### config.mk
export PLATFORM = sky130hd
export DESIGN_NAME = disp_share_arb_flat
export DESIGN_NICKNAME = d
export VERILOG_FILES = /design/src/rtl/disp_pkg.sv /design/src/rtl/disp_share_arb_if.sv /design/src/rtl/disp_rr_pick.sv /design/src/rtl/disp_share_arb.sv /design/src/flat_wrapper.sv
export SDC_FILE = /design/constraint.sdc
export NUM_CORES = 1
export LEC_CHECK = 0
export CORE_ASPECT_RATIO = 2
export CORE_MARGIN = 5
export CORE_UTILIZATION = 54
export CTS_CLUSTER_SIZE = 8
export DETAILED_ROUTE_END_ITERATION = 8
export PLACE_DENSITY = 0.86
export SLEW_MARGIN = 20
export SYNTH_ARGS = -nofsm -noshare
export SYNTH_HDL_FRONTEND = slang
export SYNTH_SLANG_ARGS = --single-unit
export TNS_END_PERCENT = 5
### constraint.sdc
create_clock -name clk -period 6.36 [get_ports clk]
set_input_delay 1.272 -clock clk [delete_from_list [all_inputs] [get_ports clk]]
set_output_delay 1.272 -clock clk [all_outputs]
set_load 0.02 [all_outputs]
### src/rtl/disp_pkg.sv
// Shared types and constants for the 4-digit 7-segment display path.
package disp_pkg;

  localparam int DISP_DIGITS = 4;
  localparam logic [3:0] DISP_BLANK_AN = 4'b1111;

  typedef logic [4*DISP_DIGITS-1:0] disp_word_t;

  typedef enum logic [1:0] {
    ARB_IDLE = 2'd0,
    ARB_SHOW = 2'd1,
    ARB_GAP  = 2'd2
  } arb_state_e;

  function automatic int max_int(input int a, input int b);
    return (a > b) ? a : b;
  endfunction

endpackage

### src/rtl/disp_share_arb_if.sv
// Client-side bus of the display time-sharing arbiter: requests and words in,
// grant status and display bytes out.
interface disp_share_arb_if #(
  parameter int N_REQ = 4
);
  localparam int IW = $clog2(N_REQ);

  logic [N_REQ-1:0]    req;
  logic [16*N_REQ-1:0] data;
  logic [N_REQ-1:0]    gnt;
  logic [IW-1:0]       src;
  logic                done;
  logic [7:0]          HB;
  logic [7:0]          LB;
  logic                blank;
  logic                busy;

  // Clients drive requests and words.
  modport master (
    output req, data,
    input  gnt, src, done, HB, LB, blank, busy
  );

  // The arbiter drives grant status and display bytes.
  modport slave (
    input  req, data,
    output gnt, src, done, HB, LB, blank, busy
  );

endinterface

### src/rtl/disp_rr_pick.sv
// Combinational round-robin picker: first set request at or after ptr, wrapping.
module disp_rr_pick #(
  parameter int N_REQ = 4,
  parameter int IW    = $clog2(N_REQ)
) (
  input  logic [N_REQ-1:0] req,
  input  logic [IW-1:0]    ptr,
  output logic [N_REQ-1:0] onehot,
  output logic [IW-1:0]    idx,
  output logic             any
);

  always_comb begin
    logic [IW-1:0] cand;
    // NOTE: every output gets a default before the loop so no path leaves
    // a value unassigned, which would otherwise infer a latch.
    onehot = '0;
    idx    = '0;
    any    = 1'b0;
    cand   = '0;
    for (int k = 0; k < N_REQ; k++) begin
      cand = IW'((int'(ptr) + k) % N_REQ);
      if (!any && req[cand]) begin
        any          = 1'b1;
        idx          = cand;
        onehot[cand] = 1'b1;
      end
    end
  end

endmodule

### src/rtl/disp_share_arb.sv
// Round-robin time-sharing arbiter feeding HB/LB of the 7-segment driver.
// Define DISP_ARB_GAP_EN to add a blanked gap between consecutive owners.
import disp_pkg::*;

module disp_share_arb #(
  parameter int N_REQ    = 4,
  parameter int Fclk     = 50000,
  parameter int DWELL_MS = 500,
  parameter int GAP_MS   = 50
) (
  input logic            clk,
  input logic            rst_n,
  disp_share_arb_if.slave bus
);

  localparam int IW = $clog2(N_REQ);
  localparam int PW = $clog2(Fclk + 1);
  localparam int DW = $clog2(max_int(DWELL_MS, GAP_MS) + 1);

  localparam logic [PW-1:0] PRESC_LAST = PW'(Fclk - 1);
  localparam logic [DW-1:0] DWELL_LAST = DW'(DWELL_MS - 1);
  localparam logic [IW-1:0] PTR_LAST   = IW'(N_REQ - 1);
`ifdef DISP_ARB_GAP_EN
  localparam logic [DW-1:0] GAP_LAST   = DW'(GAP_MS - 1);
`endif

  arb_state_e       state_q, state_d;
  logic [IW-1:0]    ptr_q, ptr_d;
  logic [IW-1:0]    src_q, src_d;
  logic [N_REQ-1:0] gnt_q, gnt_d;
  disp_word_t       word_q, word_d;
  logic             done_q, done_d;
  logic [PW-1:0]    presc_q, presc_d;
  logic [DW-1:0]    dwell_q, dwell_d;
  logic             blank_q, blank_d;

  logic             tick;
  logic             own_req;
  logic             others_req;
  logic             dwell_end;
  disp_word_t       words [N_REQ];

  logic [N_REQ-1:0] pick_onehot;
  logic [IW-1:0]    pick_idx;
  logic             pick_any;

  for (genvar i = 0; i < N_REQ; i++) begin : g_unpack
    assign words[i] = bus.data[16*i +: 16];
  end

  disp_rr_pick #(
    .N_REQ (N_REQ),
    .IW    (IW)
  ) u_pick (
    .req    (bus.req),
    .ptr    (ptr_q),
    .onehot (pick_onehot),
    .idx    (pick_idx),
    .any    (pick_any)
  );

  // The prescaler wraps on its Fclk-th cycle; that edge is the 1 ms tick.
  assign tick       = (presc_q == PRESC_LAST);
  assign own_req    = bus.req[src_q];
  assign others_req = |(bus.req & ~gnt_q);
  assign dwell_end  = tick && (dwell_q == DWELL_LAST);

  always_comb begin
    state_d = state_q;
    ptr_d   = ptr_q;
    src_d   = src_q;
    gnt_d   = gnt_q;
    word_d  = word_q;
    done_d  = 1'b0;
    presc_d = presc_q;
    dwell_d = dwell_q;
    blank_d = blank_q;

    unique case (state_q)
      ARB_IDLE: begin
        if (pick_any) begin
          gnt_d   = pick_onehot;
          src_d   = pick_idx;
          word_d  = words[pick_idx];
          presc_d = '0;
          dwell_d = '0;
          state_d = ARB_SHOW;
        end
      end

      ARB_SHOW: begin
        word_d  = words[src_q];
        presc_d = tick ? '0 : presc_q + PW'(1);
        if (tick) dwell_d = dwell_q + DW'(1);

        // A sole remaining requester keeps the display without a done pulse.
        if (!own_req || (dwell_end && others_req)) begin
          gnt_d   = '0;
          done_d  = 1'b1;
          ptr_d   = (src_q == PTR_LAST) ? '0 : src_q + IW'(1);
          presc_d = '0;
          dwell_d = '0;
`ifdef DISP_ARB_GAP_EN
          blank_d = 1'b1;
          state_d = ARB_GAP;
`else
          state_d = ARB_IDLE;
`endif
        end else if (dwell_end) begin
          dwell_d = '0;
        end
      end

`ifdef DISP_ARB_GAP_EN
      ARB_GAP: begin
        presc_d = tick ? '0 : presc_q + PW'(1);
        if (tick) begin
          if (dwell_q == GAP_LAST) begin
            dwell_d = '0;
            blank_d = 1'b0;
            state_d = ARB_IDLE;
          end else begin
            dwell_d = dwell_q + DW'(1);
          end
        end
      end
`endif

      default: state_d = ARB_IDLE;
    endcase
  end

  // NOTE: state flops use non-blocking assignments so every register samples
  // the pre-edge values; rst_n clears them asynchronously.
  always_ff @(posedge clk or negedge rst_n) begin
    if (!rst_n) begin
      state_q <= ARB_IDLE;
      ptr_q   <= '0;
      src_q   <= '0;
      gnt_q   <= '0;
      word_q  <= '0;
      done_q  <= 1'b0;
      presc_q <= '0;
      dwell_q <= '0;
      blank_q <= 1'b0;
    end else begin
      state_q <= state_d;
      ptr_q   <= ptr_d;
      src_q   <= src_d;
      gnt_q   <= gnt_d;
      word_q  <= word_d;
      done_q  <= done_d;
      presc_q <= presc_d;
      dwell_q <= dwell_d;
      blank_q <= blank_d;
    end
  end

  assign bus.gnt  = gnt_q;
  assign bus.src  = src_q;
  assign bus.done = done_q;
  assign bus.HB   = word_q[15:8];
  assign bus.LB   = word_q[7:0];
  assign bus.busy = (state_q != ARB_IDLE);
`ifdef DISP_ARB_GAP_EN
  assign bus.blank = blank_q;
`else
  assign bus.blank = 1'b0;
`endif

endmodule

### src/flat_wrapper.sv
// flat-port wrapper written by rule: the top's interface ports become plain ports
module disp_share_arb_flat 
#(
  parameter int N_REQ    = 4,
  parameter int Fclk     = 50000,
  parameter int DWELL_MS = 500,
  parameter int GAP_MS   = 50
)
  (clk, rst_n, bus_req, bus_data, bus_gnt, bus_src, bus_done, bus_HB, bus_LB, bus_blank, bus_busy);
  disp_share_arb_if #(.N_REQ(N_REQ)) bus_i ();
  input logic clk;
  input logic rst_n;
  input wire logic [$bits(bus_i.req)-1:0] bus_req;
  input wire logic [$bits(bus_i.data)-1:0] bus_data;
  output wire logic [$bits(bus_i.gnt)-1:0] bus_gnt;
  output wire logic [$bits(bus_i.src)-1:0] bus_src;
  output wire logic [$bits(bus_i.done)-1:0] bus_done;
  output wire logic [$bits(bus_i.HB)-1:0] bus_HB;
  output wire logic [$bits(bus_i.LB)-1:0] bus_LB;
  output wire logic [$bits(bus_i.blank)-1:0] bus_blank;
  output wire logic [$bits(bus_i.busy)-1:0] bus_busy;
  assign bus_i.req = bus_req;
  assign bus_i.data = bus_data;
  assign bus_gnt = bus_i.gnt;
  assign bus_src = bus_i.src;
  assign bus_done = bus_i.done;
  assign bus_HB = bus_i.HB;
  assign bus_LB = bus_i.LB;
  assign bus_blank = bus_i.blank;
  assign bus_busy = bus_i.busy;
  disp_share_arb #(.N_REQ(N_REQ), .Fclk(Fclk), .DWELL_MS(DWELL_MS), .GAP_MS(GAP_MS)) u_core (.clk(clk), .rst_n(rst_n), .bus(bus_i));
endmodule
==> summary.md, run 1 <==
| Metric | Value |
|---|---|
| Total negative slack | `0 ns` |
| Root buffer cell | `clkbuf_16` |
| Final nets | `542` |
| CTS H-Tree Depth | `2` |
| Clock sink count | `51` |
| Fraction of registers with async set/reset | `100%` |
| Final setup vio count | `0` |
| Pin count of the biggest net entering global routing | `52` |
| Fin crit period | `3.96 ns` |
| Initial antenna violation count | `0` |
| Final Hold Fails | `0` |
| Die height | `129 um` |
| Outcome | `complete, no violations` |
| ANT nets after route | `0` |
| Synth warn | `0` |
| Hold Path Origin | `u_core.dwell_q[8]` |
| Horiz. Die Dim | `69.7 um` |
| Post-synth EDFFs | `0` |
| R2r setup slk | `2.76 ns` |
| Reg2reg start | `u_core.ptr_q[0]` |
| Final estimated routing congestion in global placement | `0.908` |
| Post-synth net total | `465` |
| Share of cells above drive strength 1 | `9.31%` |
| Filler cells | `522` |
| Min-Delay Path Class | `reg2reg` |
| Clock buffer count from CTS | `5` |
| CP Capture Type | `flop` |
| Clock transition at the registers of the reported paths | `0.07 ns` |
| P_leak | `2.01 nW` |
| Post-cts repair resize count | `0` |
| Worst-skew pair later-pin latency | `0.29 ns` |
| Critical Path AT | `4.17 ns` |
| Slew @ Worst Pin | `1.05 ns` |
| Drt first pass iters | `4` |
| Via/cell ratio | `6.27` |
| Max Cap Violations | `0` |
| Final Routed Wirelength | `11,000 um` |
| Maximum vdd drop | `348 uV` |
| ANT cells | `0` |
| Critical path class | `in2reg` |
| Synth Register Bits | `51` |
| Core Area | `6940 um^2` |
| Gr usage total | `24.7%` |
| Vias | `3,463` |
| Row count | `43` |
| CTS tree | `done` |
| Drt wl/cell | `19.9 um` |
| DRC Markers | `0` |
| IO Port Bufs | `93` |
| Ys flop type | `dfrtp_1` |
| CTS Buffer Depth | `2` |
| Final instance count without filler cells | `552` |
| Mapped cell area | `3850 um^2` |
| Die ar. | `9020 um^2` |
| Dpl cells | `544` |
| Minimum hold slack | `0.506 ns` |
| Io pins | `95` |
| Syn_area_per_cell | `10.0 um^2` |
| Register-to-Register Path Depth | `9` |
| Starting Density | `55.5%` |
| Maximum clock frequency | `253 MHz` |
| Layout area overhead | `27.1%` |
| RSZ-0062 raised after global routing | `no` |
| Critical path required time | `6.57 ns` |
| Worst Skew | `0.00611 ns` |
| First-pass GRT wire length | `17,500 um` |
| Register area share after synthesis | `33.1%` |
| Period utilization | `62.2%` |
| Post-Syn Instances | `384` |
| Fin util | `70.5%` |
| Post-CTS Setup Bufs | `0` |
| Hold endpoint | `u_core.dwell_q[8]` |
| CTS Hold Bufs | `0` |
| Yosys cell types | `56` |
| CP Cell Sequence | `clkdlybuf4s50_1 -> mux4_2 -> and2_1 -> nand2b_1 -> nand2_1 -> nor2_1 -> nand4_1 -> o21ai_1` |
| CP Max Fanout | `26` |
| Hold path cells | `1` |
| Pwr per Cell Area | `434 nW/um^2` |
| Power after layout | `2.13 mW` |
| R2R Path End | `u_core.word_q[12]` |
| Pins Over Slew Limit | `0` |
| Slowest-stage cell, CP | `clkdlybuf4s50_1` |
| GR Overflow Total | `0` |
| Vias in the first global route | `3,711` |
| Rel. slew slack | `29.9%` |
| CP max stage delay | `0.61 ns` |
| Number of DRC markers in iteration 0 | `254` |
| HPWL Detailed | `8540 um` |
| CP Launch Type | `primary input` |
[worst max path at each step]
stage                     cells after the start                 to  startpoint  slack (ns)
after global routing                          8  u_core.dwell_q[6]  bus_req[2]        2.15
final                                         8  u_core.dwell_q[6]  bus_req[0]        2.40
after CTS                                     8  u_core.dwell_q[6]  bus_req[0]        2.41
after detailed placement                      8  u_core.dwell_q[6]  bus_req[0]        2.13
after floorplan                               9   u_core.word_q[0]  bus_req[3]        3.40
after global placement                        8  u_core.dwell_q[6]  bus_req[2]        2.27
[state kept, by name, indices dropped and copies added, names as in the netlist]
register / count
u_core.bus.src: 2
u_core.dwell_q: 9
u_core.bus.gnt: 4
u_core.ptr_q: 2
u_core.word_q: 16
u_core.bus.done: 1
u_core.presc_q: 16
u_core.state_q: 1
[per-stage QoR]
stage	instance area, um^2	setup WS, ns
after global routing	4890	2.15
final	4890	2.40
after global placement	4740	2.27
after detailed placement	4740	2.13
after CTS	4890	2.41
after floorplan	3850	3.40
[where the power goes]
group / internal [mW] / switching, mW
logic: 0.621 / 0.690
clock network: 0.157 / 0.124
registers: 0.417 / 0.116
[cells in the final DEF, fill, tap and decap left out, types with 2 or more instances in the layout]
cell	n
a21oi_1	6
a221oi_1	5
a22o_1	3
a22oi_1	17
a31oi_1	2
and3_1	11
buf_4	3
clkbuf_16	5
clkdlybuf4s50_1	92
dfrtp_1	51
ha_1	11
inv_1	9
mux2i_1	34
mux4_2	20
nand2_1	28
nand2b_1	9
nand3_1	15
nand4_1	5
nor2_1	18
nor3_1	4
nor4_1	2
o21a_1	16
o21ai_0	40
o21ai_1	11
o21ai_4	2
o221ai_1	4
o22a_1	2
o31ai_1	3
o41ai_1	2
xor2_1	4
[routing by layer]
| layer | vias up | GRT usage [%] | wire length [um] |
|---|---|---|---|
| met3 | 28 | 4.50 | 528 |
| met1 | 1695 | 21.9 | 3500 |
| met5 | - | 0 | 0 |
| li1 | 1613 | - | - |
| met2 | 127 | 51.1 | 6610 |
| met4 | 0 | 12.2 | 367 |
[cell usage after synthesis, types with 4 or more instances]
master | count | share of area, %
o21ai_1 | 11 | 1.4
nor2_1 | 18 | 1.8
a22oi_1 | 17 | 3.3
clkbuf_1 | 10 | 0.97
nand3_1 | 15 | 1.9
mux2i_1 | 34 | 8.8
mux4_2 | 20 | 12
o221ai_1 | 4 | 0.91
dfrtp_1 | 51 | 33
xor2_1 | 4 | 0.91
buf_2 | 5 | 0.65
buf_6 | 8 | 2.3
inv_1 | 9 | 0.88
and3_1 | 11 | 1.8
o21ai_0 | 40 | 5.2
a221oi_1 | 5 | 1.1
o21a_1 | 16 | 3.1
nand2b_1 | 9 | 1.5
nand2_1 | 28 | 2.7
ha_1 | 11 | 3.6
a21oi_1 | 6 | 0.78
nor3_1 | 4 | 0.52
nand4_1 | 5 | 0.81
[logic make-up after synthesis]
family                     count (synthesis)  synth area share, %
AOI/OAI and AO/OA                        118                 20.6
xor gates and xnor gates                   5                 1.14
adders and majority gates                 11                 3.57
buffers and inverters                     35                 5.36
DFF                                       51                 33.1
muxes                                     55                 20.8
other                                      1               0.0974
and+or+nand+nor                          108                 15.3
[worst max-delay path, delay by kind of cell]
family | cells | cell delay [ns]
simple gates | 5 | 1.61
compound gates | 1 | 0.14
mux | 1 | 0.54
buf+inv | 1 | 0.61
[area by class of cell]
type / count / area [um^2] / area share, %
clock buffers: 6 / 139 / 2.84
clock inverters: 2 / 16.3 / 0.332
flip-flops and latches: 51 / 1280 / 26.1
repair buffers: 96 / 948 / 19.4
inverters: 9 / 33.8 / 0.690
well taps: 90 / 113 / 2.30
multi-input cells: 298 / 2370 / 48.4
Power figures use the tool's default switching activity.
==> run 2, diff against run 1 <==
Settings changed: CORE_UTILIZATION 54 to 50, PLACE_DENSITY 0.86 to 0.81.
Clock period 6.36 ns to 3.7 ns, I/O delays scaled along.
==> summary.md, run 2 (synthesized netlist as in run 1, its figures left out) <==
| Metric | Value |
|---|---|
| Outcome | `complete, no violations` |
| Die ar. | `9660 um^2 (+7.1%)` |
| Slew @ Worst Pin | `0.805 ns (-0.246 ns)` |
| Fin crit period | `3.11 ns` |
| Critical Path AT | `3.34 ns (-0.83 ns)` |
| Most frequent cells in the layout | `92 x clkdlybuf4s50_1, 51 x dfrtp_1, 40 x o21ai_0` |
| Final nets | `547 (+0.92%)` |
| Gr usage total | `23.9% (-0.72 points)` |
| Period utilization | `84.0%` |
| ANT cells | `0 (unchanged)` |
| CP Capture Type | `flop` |
| Post-cts repair resize count | `0 (unchanged)` |
| Clock buffer count from CTS | `5 (unchanged)` |
| Dpl cells | `553 (+1.7%)` |
| Root buffer cell | `clkbuf_16` |
| CP Cell Sequence | `inv_1 -> ha_1 -> mux4_2 -> nor2b_4 -> o21ai_4 -> nand2_4 -> nand2b_1 -> o221ai_1 -> o21a_1` |
| Hold endpoint | `u_core.dwell_q[8]` |
| Biggest regs | `u_core.presc_q (16), u_core.word_q (16), u_core.dwell_q (9)` |
| GR Overflow Total | `0 (unchanged)` |
| RSZ-0062 raised after global routing | `no` |
| Reg area | `1280 um^2 (unchanged)` |
| Number of DRC markers in iteration 0 | `171 (-33%)` |
| Placed cell areas | `4780 um^2 (+0.90%)` |
| Maximum vdd drop | `431 uV (+24%)` |
| Pins Over Slew Limit | `0 (unchanged)` |
| CTS Hold Bufs | `0 (unchanged)` |
| Final Hold Fails | `0 (unchanged)` |
| CP max stage delay | `0.62 ns (about the same)` |
| Final setup margin | `0.593 ns (-1.81 ns)` |
| Core Area | `7540 um^2 (+8.7%)` |
| P_leak | `2.03 nW (+0.87%)` |
| Hold path cells | `1 (unchanged)` |
| Slowest-stage cell, CP | `dfrtp_1` |
| DRC Markers | `0 (unchanged)` |
| Place WS | `0.420 ns (-1.71 ns)` |
| Register-to-Register Path Depth | `9 (unchanged)` |
| Filler cells | `641 (+23%)` |
| Worst Skew | `0.00329 ns (-0.00282 ns)` |
| Io pins | `95 (unchanged)` |
| Critical path required time | `3.94 ns (-2.63 ns)` |
| Clock sink count | `51 (unchanged)` |
| Pwr per Cell Area | `747 nW/um^2 (+72%)` |
| Via/cell ratio | `6.27 (about the same)` |
| Total negative slack | `0 ns (unchanged)` |
| Vias in the first global route | `3,741 (+0.81%)` |
| Drt first pass iters | `4 (unchanged)` |
| Drt wl/cell | `20.1 um (+0.90%)` |
| Worst path top cell family by delay | `simple AND/OR/NAND/NOR gates` |
| Max Cap Violations | `0 (unchanged)` |
| Min-Delay Path Class | `reg2reg` |
| Worst-skew pair later-pin latency | `0.29 ns (about the same)` |
| CTS Buffer Depth | `2 (unchanged)` |
| Maximum clock frequency | `322 MHz` |
| Final Routed Wirelength | `11,300 um (+2.5%)` |
| Vias | `3,516 (+1.5%)` |
| Horiz. Die Dim | `72.1 um (+3.4%)` |
| Cell area after layout | `4920 um^2 (+0.59%)` |
| Layout area overhead | `27.8%` |
| Initial antenna violation count | `0 (unchanged)` |
| Final setup vio count | `0 (unchanged)` |
| Final estimated routing congestion in global placement | `0.911 (+0.30%)` |
| Most common cell after layout, fill and taps aside | `clkdlybuf4s50_1` |
| R2r setup slk | `0.59 ns (-2.17 ns)` |
| CP Launch Type | `flop` |
| Row count | `45 (+4.7%)` |
| IO Port Bufs | `93 (unchanged)` |
| Starting Density | `51.0% (-4.4 points)` |
| R2R Path End | `u_core.word_q[9]` |
| Rel. slew slack | `46.3% (+16 points)` |
| CP Max Fanout | `26 (unchanged)` |
| Post-CTS Setup Bufs | `0 (unchanged)` |
| CTS tree | `done` |
| Pin count of the biggest net entering global routing | `34 (-35%)` |
| Hold Path Origin | `u_core.dwell_q[8]` |
| HPWL Detailed | `8690 um (+1.8%)` |
| CTS H-Tree Depth | `2 (unchanged)` |
| Fin util | `65.3% (-5.3 points)` |
| Die height | `134 um (+3.6%)` |
| Clock transition at the registers of the reported paths | `0.07 ns (about the same)` |
| Critical path class | `reg2reg` |
| First-pass GRT wire length | `17,900 um (+2.2%)` |
| Buf/Inv on CP | `1 (unchanged)` |
| ANT nets after route | `0 (unchanged)` |
| Share of cells above drive strength 1 | `10.1% (+0.76 points)` |
| Final instance count without filler cells | `561 (+1.6%)` |
| Area of the multi-input gates | `2370 um^2 (unchanged)` |
| Reg2reg start | `u_core.ptr_q[1]` |
==> run 2: cell count changes in the layout (fill, tap and decap cells not counted), sizes merged <==
| cell | change |
|---|---|
| buf | +5 |
==> run 2: cell type report <==
type | count | share of cell area, %
Multi-Input combinational cell | 298 | 48.1
Clock inverter | 2 | 0.254
Tap cell | 94 | 2.39
Timing Repair Buffer | 101 | 20.0
Sequential cell | 51 | 25.9
Inverter | 9 | 0.686
Clock buffer | 6 | 2.62
==> run 2: layer usage <==
layer  GRT usage, %  up-vias  wire length (um)
met5              0        -                 0
met4           15.4        0               672
met3           3.75       42               491
met2           45.6      129              6580
met1           22.6     1721              3540
li1               -     1624                 -
==> run 2: stage by stage <==
stage,power [mW],hold slack [ns]
2_1_floorplan,2.57,0.444
3_3_place_gp,3.15,0.464
3_5_place_dp,3.21,0.489
4_1_cts,3.70,0.502
5_1_grt,3.92,0.522
6_report,3.68,0.502
==> run 2: how the worst max path moves through the flow <==
stage	slack, ns	startpoint	end	depth (start not counted)
2_1_floorplan	0.95	u_core.ptr_q[0]	u_core.word_q[0]	12
3_3_place_gp	0.51	bus_req[2]	u_core.word_q[11]	7
3_5_place_dp	0.42	bus_req[2]	u_core.word_q[9]	8
4_1_cts	0.63	u_core.ptr_q[1]	u_core.word_q[9]	9
5_1_grt	0.40	u_core.ptr_q[1]	u_core.word_q[12]	9
6_report	0.59	u_core.ptr_q[1]	u_core.word_q[9]	9
==> run 2: worst reg2reg max path, delay by kind of cell (launching register included) <==
family / cells / cell delay, ns
compound gates: 3 / 0.45
buf+inv: 1 / 0.17
mux: 1 / 0.47
simple gates: 3 / 0.81
fa+ha+maj: 1 / 0.53
flops: 1 / 0.62
==> run 2: where the power goes <==
| part | total (mW) | switching (mW) | internal (mW) | leakage, nW |
|---|---|---|---|---|
| clock network | 0.468 | 0.217 | 0.251 | 0.0669 |
| registers | 0.877 | 0.159 | 0.718 | 0.664 |
| logic | 2.33 | 1.24 | 1.09 | 1.30 |
| total | 3.68 | 1.62 | 2.06 | 2.03 |
==> run 3, diff against run 2 <==
Clock period 3.7 ns to 3.2 ns, I/O delays scaled along.
==> summary.md, run 3 (synthesized netlist as in run 1, its figures left out) <==
| Metric | Value |
|---|---|
| Fin util | `67.0% (+1.7 points)` |
| Die ar. | `9660 um^2 (unchanged)` |
| First-pass GRT wire length | `18,900 um (+5.8%)` |
| Area of the multi-input gates | `2370 um^2 (unchanged)` |
| Net Switching | `1.93 mW (+19%)` |
| Combinational power share | `62.9% (-0.6 points)` |
| Post-cts repair resize count | `0 (unchanged)` |
| Root buffer cell | `clkbuf_16` |
| ANT nets after route | `0 (unchanged)` |
| Initial antenna violation count | `0 (unchanged)` |
| Register-to-Register Path Depth | `9 (unchanged)` |
| CP Launch Type | `primary input` |
| Met1 GRT Util | `23.1% (+0.57 points)` |
| Via/cell ratio | `6.37 (+1.6%)` |
| CP Max Fanout | `13 (-50%)` |
| Outcome | `complete, no violations` |
| Final Hold Fails | `0 (unchanged)` |
| Biggest regs | `u_core.presc_q (16), u_core.word_q (16), u_core.dwell_q (9)` |
| Met3 GRT Util | `4.43% (+0.68 points)` |
| DRC Markers | `0 (unchanged)` |
| Rel. slew slack | `49.9% (+3.6 points)` |
| HPWL Detailed | `9240 um (+6.3%)` |
| CTS tree | `done` |
| CTS Hold Bufs | `0 (unchanged)` |
| Most frequent cells in the layout | `92 x clkdlybuf4s50_1, 51 x dfrtp_1, 40 x o21ai_0` |
| Post-CTS Setup Bufs | `0 (unchanged)` |
| Row count | `45 (unchanged)` |
| Final estimated routing congestion in global placement | `0.935 (+2.7%)` |
| Filler cells | `626 (-2.3%)` |
| Critical Path AT | `3.09 ns (-0.25 ns)` |
| Clock transition at the registers of the reported paths | `0.07 ns (about the same)` |
| Worst-skew pair later-pin latency | `0.30 ns (about the same)` |
| R2r setup slk | `0.37 ns (-0.22 ns)` |
| Most common cell after layout, fill and taps aside | `clkdlybuf4s50_1` |
| Flop pwr share | `21.7% (-2.1 points)` |
| Drt wl/cell | `20.8 um (+3.7%)` |
| Max Cap Violations | `0 (unchanged)` |
| Number of DRC markers in iteration 0 | `255 (+49%)` |
| Final Routed Wirelength | `11,900 um (+5.3%)` |
| Clock sink count | `51 (unchanged)` |
| Core Area | `7540 um^2 (unchanged)` |
| Period utilization | `90.0%` |
| Final nets | `556 (+1.6%)` |
| Share of cells above drive strength 1 | `12.0% (+1.9 points)` |
| Final setup vio count | `0 (unchanged)` |
| Vias in the first global route | `3,793 (+1.4%)` |
| RSZ-0062 raised after global routing | `no` |
| ANT cells | `0 (unchanged)` |
| IO Port Bufs | `93 (unchanged)` |
| Sw frac | `42.3% (-1.7 points)` |
| Horiz. Die Dim | `72.1 um (unchanged)` |
| Fin crit period | `2.88 ns` |
| Starting Density | `51.0% (unchanged)` |
| Min-Delay Path Class | `in2async` |
| CP Capture Type | `flop` |
| Clock buffer count from CTS | `5 (unchanged)` |
| R2R Path End | `u_core.word_q[6]` |
| Maximum clock frequency | `347 MHz` |
| Reg2reg start | `u_core.ptr_q[1]` |
| Clock share of power | `15.4% (+2.7 points)` |
| Internal cell power | `2.62 mW (+27%)` |
| Critical path required time | `3.41 ns (-0.53 ns)` |
| Critical path class | `in2reg` |
| CTS H-Tree Depth | `2 (unchanged)` |
| Pins Over Slew Limit | `0 (unchanged)` |
| P_leak | `2.10 nW (+3.5%)` |
| Reg area | `1280 um^2 (unchanged)` |
| GR Overflow Total | `0 (unchanged)` |
| Io pins | `95 (unchanged)` |
| Met2 usage | `49.6% (+4.0 points)` |
| Minimum hold slack | `0.402 ns (-0.100 ns)` |
| Gr usage total | `25.3% (+1.4 points)` |
| Final setup margin | `0.319 ns (-0.274 ns)` |
| Layout area overhead | `31.3%` |
| Place WS | `0.0571 ns (-0.363 ns)` |
| Pin count of the biggest net entering global routing | `31 (-8.8%)` |
| Total negative slack | `0 ns (unchanged)` |
| Die height | `134 um (unchanged)` |
| Maximum vdd drop | `607 uV (+41%)` |
| Pwr per Cell Area | `900 nW/um^2 (+20%)` |
| Drt first pass iters | `5 (+1)` |
| GRT busiest layer | `met2` |
| CTS Buffer Depth | `2 (unchanged)` |
| Vias | `3,629 (+3.2%)` |
| Slew @ Worst Pin | `0.751 ns (-0.0541 ns)` |
| Worst Skew | `0.00726 ns (+0.00397 ns)` |
==> run 3: cell types whose count changed in the layout (fill, tap and decap cells not counted), sizes merged <==
cell    before  now
clkbuf       6    5
clkinv       1    0
bufinv       0    2
buf          9   18
==> run 3: through the flow <==
| step | instances | instance area [um^2] | power, mW |
|---|---|---|---|
| 5_1_grt | 570 | 5050 | 4.82 |
| 2_1_floorplan | 384 | 3850 | 2.98 |
| 6_report | 570 | 5050 | 4.55 |
| 3_5_place_dp | 562 | 4860 | 3.84 |
| 4_1_cts | 570 | 5050 | 4.55 |
| 3_3_place_gp | 562 | 4860 | 3.76 |
==> run 3: per-layer routing <==
layer  up-vias  share of wire (%)
li1       1645                  -
met1      1793                 31
met2       147                 59
met3        44                4.5
met4         0                5.5
met5         -                  0
==> run 3: power groups by stage <==
stage / Sequential, mW / Combinational, mW / Clock (mW)
after floorplan: 1.15 / 1.83 / 0
after global placement: 0.996 / 2.76 / 0
after detailed placement: 0.996 / 2.84 / 0
after CTS: 0.988 / 2.86 / 0.703
after global routing: 1.01 / 3.08 / 0.725
final: 0.989 / 2.86 / 0.702
==> run 3: area by class of cell <==
cell class	count	share of cell area, %
Inverter	9	0.668
Clock buffer	5	2.48
Sequential cell	51	25.2
Tap cell	94	2.33
Clock inverter	3	1.34
Timing Repair Buffer	110	21.1
Multi-Input combinational cell	298	46.9
==> run 3: how the worst max path moves through the flow <==
| stage | to | from | depth (start not counted) | slack (ns) |
|---|---|---|---|---|
| floorplan | u_core.word_q[0] | u_core.ptr_q[0] | 12 | 0.45 |
| global placement | u_core.word_q[9] | bus_req[0] | 7 | 0.16 |
| detailed placement | u_core.word_q[6] | bus_req[0] | 8 | 0.06 |
| CTS | u_core.word_q[6] | bus_req[0] | 8 | 0.35 |
| global route | u_core.word_q[7] | bus_req[1] | 9 | 0.24 |
| finish | u_core.word_q[6] | bus_req[0] | 8 | 0.32 |
==> run 3: worst max-delay path: stages <==
cell and delay, ns:
clkdlybuf4s50_1 0.61, nor3_1 0.63, nand4_1 0.25, nand3_4 0.17, o21ai_4 0.14, or2_4 0.37
o21a_1 0.20, o21ai_1 0.08
